## config.mk

```make
export PLATFORM = sky130hd
export DESIGN_NAME = regfile_dump
export DESIGN_NICKNAME = d
export VERILOG_FILES = /design/src/rtl/regfile_dump.sv
export SDC_FILE = /design/constraint.sdc
export NUM_CORES = 1
export LEC_CHECK = 0
export ABC_AREA = 1
export BUFFER_PORTS_ARGS = -buffer_cell sky130_fd_sc_hd__buf_2
export CAP_MARGIN = 10
export CORE_MARGIN = 1
export CORE_UTILIZATION = 30
export CTS_BUF_LIST = sky130_fd_sc_hd__clkbuf_2 sky130_fd_sc_hd__clkbuf_4 sky130_fd_sc_hd__clkbuf_8
export DETAILED_ROUTE_END_ITERATION = 8
export HOLD_SLACK_MARGIN = 0.1
export PLACE_DENSITY_LB_ADDON = 0.05
export SLEW_MARGIN = 25
export SYNTH_ARGS = -nofsm -noshare
export SYNTH_HDL_FRONTEND = slang
export SYNTH_SLANG_ARGS = --single-unit
```

## constraint.sdc

```tcl
create_clock -name clk -period 1.4 [get_ports clk]
set_input_delay 0.28 -clock clk [delete_from_list [all_inputs] [get_ports clk]]
set_output_delay 0.28 -clock clk [all_outputs]
set_load 0.01 [all_outputs]
```

## src/rtl/regfile_dump.sv

```systemverilog
// regfile_dump: scans a register file through a dedicated read port and
// streams each (address, data) entry out over a valid/ready handshake.
// A one-cycle start begins a scan; a one-cycle done marks its end.
// Optional build macro: REGDUMP_SKIP_ZERO_EN suppresses zero-valued entries.
module regfile_dump #(
   parameter int ADDR_W = 5,
   parameter int DATA_W = 32
) (
   input  logic              clk,
   input  logic              rst,
   input  logic              start,
   input  logic              abort,
   output logic [ADDR_W-1:0] rf_raddr,
   input  logic [DATA_W-1:0] rf_rdata,
   output logic              out_valid,
   input  logic              out_ready,
   output logic [ADDR_W-1:0] out_addr,
   output logic [DATA_W-1:0] out_data,
   output logic              out_last,
   output logic              busy,
   output logic              done
);

   localparam logic [1:0] IDLE = 2'd0;
   localparam logic [1:0] READ = 2'd1;
   localparam logic [1:0] SEND = 2'd2;
   localparam logic [1:0] DONE = 2'd3;

   logic [1:0]        state;
   logic [1:0]        state_next;
   logic [ADDR_W-1:0] ptr;
   logic [ADDR_W-1:0] ptr_next;
   logic              capture;
   logic              last_ptr;

   assign last_ptr = (ptr == {ADDR_W{1'b1}});

   // The read port always follows the scan pointer, so the register file
   // presents the entry for the current address combinationally.
   assign rf_raddr = ptr;

   // Next-state and pointer logic; abort overrides every other decision.
   always_comb begin
      state_next = state;
      ptr_next   = ptr;
      capture    = 1'b0;
      case (state)
         IDLE: begin
            if (start) begin
               ptr_next   = '0;
               state_next = READ;
            end
         end
         READ: begin
`ifdef REGDUMP_SKIP_ZERO_EN
            if (rf_rdata == '0) begin
               if (last_ptr) begin
                  state_next = DONE;
               end else begin
                  ptr_next = ptr + ADDR_W'(1);
               end
            end else begin
               capture    = 1'b1;
               state_next = SEND;
            end
`else
            capture    = 1'b1;
            state_next = SEND;
`endif
         end
         SEND: begin
            if (out_ready) begin
               if (last_ptr) begin
                  state_next = DONE;
               end else begin
                  ptr_next   = ptr + ADDR_W'(1);
                  state_next = READ;
               end
            end
         end
         DONE: begin
            state_next = IDLE;
         end
         default: begin
            state_next = IDLE;
         end
      endcase
      if (abort) begin
         state_next = IDLE;
         ptr_next   = ptr;
         capture    = 1'b0;
      end
   end

   // State, pointer and registered outputs; flags are decoded from the
   // next state so they are aligned with the state they describe.
   always_ff @(posedge clk) begin
      if (rst) begin
         state     <= IDLE;
         ptr       <= '0;
         out_addr  <= '0;
         out_data  <= '0;
         out_last  <= 1'b0;
         out_valid <= 1'b0;
         busy      <= 1'b0;
         done      <= 1'b0;
      end else begin
         state     <= state_next;
         ptr       <= ptr_next;
         out_valid <= (state_next == SEND);
         busy      <= (state_next == READ) || (state_next == SEND);
         done      <= (state_next == DONE);
         if (capture) begin
            out_addr <= ptr;
            out_data <= rf_rdata;
            out_last <= last_ptr;
         end
      end
   end

endmodule

```

==> metrics.cfg, run 1 <==
[pwr]
power.density_nw_per_um2 = 1082
ir_worst_vdd_mv = 0.4556
p_leak_nw = 1.213
power.total_w = 0.002805

[clock_network]
cts_setup_buffers = 0
clock_sinks = 48
clockRootBuffer = clkbuf_8
cts_made_buffers = 5
ctsHtreeMaxLevel = 2
cts_tree = built
clkSlewWorstSetupHoldPaths_ps = 80
clock_latency_ps = 290
cts_buffer_depth = 2

[route]
wl_per_cell_um = 10.15
num_vias = 1680
vias_per_cell = 4.128
dr.pass1.iters = 4
postRouteAntennaNets = 0
totalWireLength_um = 4131
first_iter_violations = 52
drc = 0

[placement]
portBuffers = 82
dpl.hpwl_um = 2915
place_ws_ps = -85.45
gp_congestion = 0.7358

[yosys]
synth_area_leaders = dfxtp_1 52%, a21oi_1 11%, inv_1 10%, o21ai_0 9.7%, nand2_1 4.2%
syn-instance-count = 243
synth-seq-area-share = 0.5154
async_reset_ff_frac = 0
synth_top_area_cell = dfxtp_1
synth-warning-count = 0
syn_area_per_cell_um2 = 7.672
syn-cell-area_um2 = 1864
synth-edff-count = 0
synth_common_cells = 52 x inv_1, 48 x dfxtp_1, 40 x a21oi_1
yosysUniqueCellTypes = 17
syn-num-nets = 284
synthFlopType = dfxtp_1
yosysTopAreaCellShare = 0.5154
synthMostInstantiatedCell = inv_1
synth_seq_cells = 48

[sta]
max_freq_mhz = 676.9
fin_crit_ps = 1477
finalSetupViolations = 3
worstMarginPinSlew_ps = 540.5
setup_tns_ps = -133.1
relSlewSlack = 0.6359
whs_ps = 222.7
hold_viol_final = 0
rsz0062_at_grt = true
drv_slew = 0
final.setup_skew_ps = 5.896
finalWorstSetupSlack_ps = -77.42
period_share = 1.055

[grt]
antenna_found_initial = 0
grt_usage = 0.1320
first_global_vias = 1440
grt_max_degree = 68
grt_pass1_wl_um = 6630
grt_overflow = 0

[floorplanning]
pin_count = 83
initial_utilization = 0.3130
die_w_um = 80.83
rows = 28
die-area_um2 = 6533
die_h_um = 80.83
core_um2 = 5956

[outcome]
status = complete, but fails checks
violations = setup timing

[worst_setup_path]
critPathArrivalTime_ps = 1670
required_ps = 1590
worst-path-max-fanout = 3
end_kind = flop
critical_path_class = reg2reg
cp-start-kind = flop

[layout]
areaGrowthSynthToFinish_pct = 39.06
layout-drive-gt1-share = 0.3554
final_nets = 372
n_antenna_cell = 0

[hold_path]
hold_path.class = in2reg

[run]
cap_violations = 0

## registers in the layout (all words and copies together), names as in the netlist
| signal | cells |
|---|---|
| out_last | 1 |
| busy | 1 |
| out_addr | 5 |
| rf_raddr | 5 |
| out_data | 32 |
| out_valid | 1 |
| state | 2 |
| done | 1 |
## kinds of logic (layout without fill, tap and decap cells)
kind of cell / Yosys count / after routing / synth area share
compound gates: 80 / 80 / 0.2148
flops: 48 / 48 / 0.5154
fa+ha+maj: 4 / 4 / 0.02685
buf+inv: 66 / 155 / 0.1416
simple gates: 45 / 45 / 0.1013
## repair_timing
item	4_1_cts	5_1_grt
cloned	0	0
pin swaps	3	3
gates resized for setup	5	9
setup endpoints to repair	8	8
hold buffers	0	0
## per-stage QoR
step           instances  cell area (µm²)  utilization
6_report             407             2592       0.4353
5_1_grt              407             2592       0.4353
4_1_cts              407             2567       0.4311
3_5_place_dp         399             2425       0.4071
3_3_place_gp         399             2425       0.4071
2_1_floorplan        243             1887            -
## path summary, 6_finish.rpt
| kind | startpoint | end | slack, ps | cells after the start |
|---|---|---|---|---|
| min reg2reg | out_data[11] | out_data[11] | 440 | 2 |
| min | rst | out_valid | 220 | 2 |
| max reg2reg | rf_raddr[1] | busy | -80 | 10 |
| max | rf_raddr[1] | busy | -80 | 10 |
## where the power goes
group / total, W / switching (W) / internal [W]
Combinational: 0.000296 / 0.000162 / 0.000134
Sequential: 0.00144 / 0.0000242 / 0.00141
Clock: 0.00107 / 0.000442 / 0.000630
Total: 0.00281 / 0.000628 / 0.00218
## worst max-delay path: stages (launching register included)
cell and delay, ps:
dfxtp_4 360, ha_4 160, nand2_2 70, nor2_2 40, ha_2 170, nor2_1 80, nor2_1 40, nand2_1 90
nand2_2 80, ha_4 260, nor2_1 30
## layout make-up
cell class                 instances  area (µm²)
clock buffer                       7       96.34
clock inverter                     1       30.03
fill                             634        3363
inverter                          54       207.7
multi-input combinational        129       686.9
sequential                        48       968.4
tap                               75       93.84
timing repair buffer              93       509.2
## cells in the final DEF (no fill, tap or decap), types with 4 or more instances in the layout
cell	n
buf_2	82
inv_1	51
dfxtp_1	46
a21oi_1	40
o21ai_0	35
nor2_1	17
nand2_1	17
buf_4	9
clkbuf_8	7
o21ai_1	5
nand2_2	4
## metal layers
layer	global-route usage	share of wire	vias to the layer above
met5	0	0	-
met4	0.05357	0.015	0
met3	0.04157	0.059	7
met2	0.2143	0.44	41
met1	0.1610	0.48	697
li1	-	-	935
No activity file was read; power rests on OpenSTA's default activity.
==> inputs of run 2 (changes only) <==
--- a/config.mk
+++ b/config.mk
@@ -8,11 +8,14 @@
 export ABC_AREA = 1
 export BUFFER_PORTS_ARGS = -buffer_cell sky130_fd_sc_hd__buf_2
 export CAP_MARGIN = 10
+export CELL_PAD_IN_SITES_DETAIL_PLACEMENT = 2
+export CELL_PAD_IN_SITES_GLOBAL_PLACEMENT = 2
 export CORE_MARGIN = 1
-export CORE_UTILIZATION = 30
+export CORE_UTILIZATION = 23
 export CTS_BUF_LIST = sky130_fd_sc_hd__clkbuf_2 sky130_fd_sc_hd__clkbuf_4 sky130_fd_sc_hd__clkbuf_8
 export DETAILED_ROUTE_END_ITERATION = 8
 export HOLD_SLACK_MARGIN = 0.1
+export MAX_ROUTING_LAYER = met4
 export PLACE_DENSITY_LB_ADDON = 0.05
 export SLEW_MARGIN = 25
 export SYNTH_ARGS = -nofsm -noshare
==> metrics.cfg, run 2 (synthesis results as in run 1) <==
[layout]
mostFrequentLayoutCells = 82 x buf_2, 49 x inv_1, 46 x dfxtp_1
n_antenna_cell = 0
stdcell_count = 437
regMostFlops = out_data
fillers = 938
layout.cells.most_common = buf_2
areaGrowthSynthToFinish_pct = 45.97
layout-drive-gt1-share = 0.3970
finalInstanceArea_um2 = 2721
final_nets = 375
largest_register_ffs = 32

[sta]
period_share = 1.105
max_freq_mhz = 646.5
relSlewSlack = 0.7580
finalSetupViolations = 8
whs_ps = 215.8
worstMarginPinSlew_ps = 360.5
final.setup_skew_ps = 8.331
fin_crit_ps = 1547
rsz0062_at_grt = true
drv_slew = 0
hold_viol_final = 0
finalWorstSetupSlack_ps = -146.8

[grt]
grt_overflow = 0
grt-busiest-layer = met2
first_global_vias = 1851
grt_pass1_wl_um = 8707
antenna_found_initial = 0
grt_usage = 0.1350
grt_max_degree = 49
met2_usage = 0.2195
met3_usage = 0.03400
use_met1 = 0.1623

[clock_network]
clock_latency_ps = 310
hold_buffers = 0
cts_made_buffers = 5
cts_buffer_depth = 2
clockRootBuffer = clkbuf_8
clkSlewWorstSetupHoldPaths_ps = 100
clock_sinks = 48
ctsHtreeMaxLevel = 2
cts_tree = built

[route]
first_iter_violations = 39
vias_per_cell = 4.227
dr.pass1.iters = 3
postRouteAntennaNets = 0
num_vias = 1847
wl_per_cell_um = 12.46
drc = 0
totalWireLength_um = 5447

[floorplanning]
die-area_um2 = 8470
initial_utilization = 0.2400
pin_count = 83
die_h_um = 92.03
core_um2 = 7767
rows = 32
die_w_um = 92.03

[placement]
gp_congestion = 0.7248
place_ws_ps = -118.3
dpl.hpwl_um = 3906
placed_area_um2 = 2481
place_inst = 424
portBuffers = 82

[pwr]
p_sw_frac = 0.2636
p_leak_nw = 1.257
cellInternalPower_w = 0.001965
ir_worst_vdd_mv = 0.3680
pwr-share-seq = 0.539
power.density_nw_per_um2 = 980.5
clockPowerShare = 0.338
power.total_w = 0.002668
comb_power_share = 0.122
p_sw_w = 0.0007032

[worst_setup_path]
crit_buf_inv = 0
cp-start-kind = flop
worst_path_max_delay_cell = dfxtp_4
end_kind = flop
critPathTopFamily = adder cells
cpMostUsedCell = ha_4
slowest_delay_ps = 360
r2r_slack_ps = -150
cp_cell_sequence = ha_4 -> nand2_4 -> nor2_4 -> ha_4 -> nor2_2 -> nor2_1 -> nand2_1 -> nand2_2 -> ha_4 -> nor2_1
worst-path-max-fanout = 3
required_ps = 1610
critPathArrivalTime_ps = 1760
critical_path_class = reg2reg

[outcome]
violations = setup timing
status = complete, but fails checks

[run]
cap_violations = 0

[hold_path]
hold_path.class = in2reg

-- run 2: changes by cell type in the layout (fill, tap and decap cells not counted), sizes merged --
cell / change
buf: +3
bufinv: -1
clkbuf: -1
clkinv: +1
inv: +1
-- run 2: power groups by stage --
stage               combinational [W]  clock [W]  sequential [W]
finish                       0.000327   0.000903         0.00144
global route                 0.000370   0.000999         0.00145
detailed placement           0.000312          0         0.00147
global placement             0.000303          0         0.00147
CTS                          0.000325   0.000956         0.00144
floorplan                    0.000124          0         0.00150
-- run 2: area by class of cell --
cell class	count	area, µm²	area share
clock buffers	6	82.58	0.03034
multi-input cells	129	755.7	0.2777
inverters	54	207.7	0.07632
well taps	102	127.6	0.04690
flip-flops and latches	48	968.4	0.3559
clock inverters	2	13.76	0.005057
repair buffers	96	565.5	0.2078
-- run 2: through the flow --
stage,utilization,setup TNS (ps)
after floorplan,-,-31.44
after global placement,0.3194,-397.0
after detailed placement,0.3194,-630.0
after CTS,0.3386,-487.8
after global routing,0.3504,-1532
final,0.3504,-771.3
-- run 2: what timing repair did --
item | 4_1_cts | 5_1_grt
endpoints found under the setup margin | 8 | 9
buffers inserted | 2 | 3
pin swaps | 3 | 12
gates resized for setup | 13 | 19
-- run 2: layer usage --
metal,part of all wire,vias to the layer above
li1,-,936
met1,0.46,857
met2,0.48,47
met3,0.050,7
met4,0.014,0
met5,0,-
-- run 2: final timing paths --
| path | startpoint | end | cells after the start |
|---|---|---|---|
| max reg2reg | rf_raddr[0] | busy | 10 |
| min reg2reg | out_data[15] | out_data[15] | 2 |
| max | rf_raddr[0] | busy | 10 |
| min | rst | out_valid | 2 |
-- run 2: worst register-to-register path, cell delays in order, from the launching register on --
cell and delay [ps]:
dfxtp_4 360, ha_4 170, nand2_4 80, nor2_4 40
ha_4 160, nor2_2 70, nor2_1 50, nand2_1 110
nand2_2 110, ha_4 280, nor2_1 30
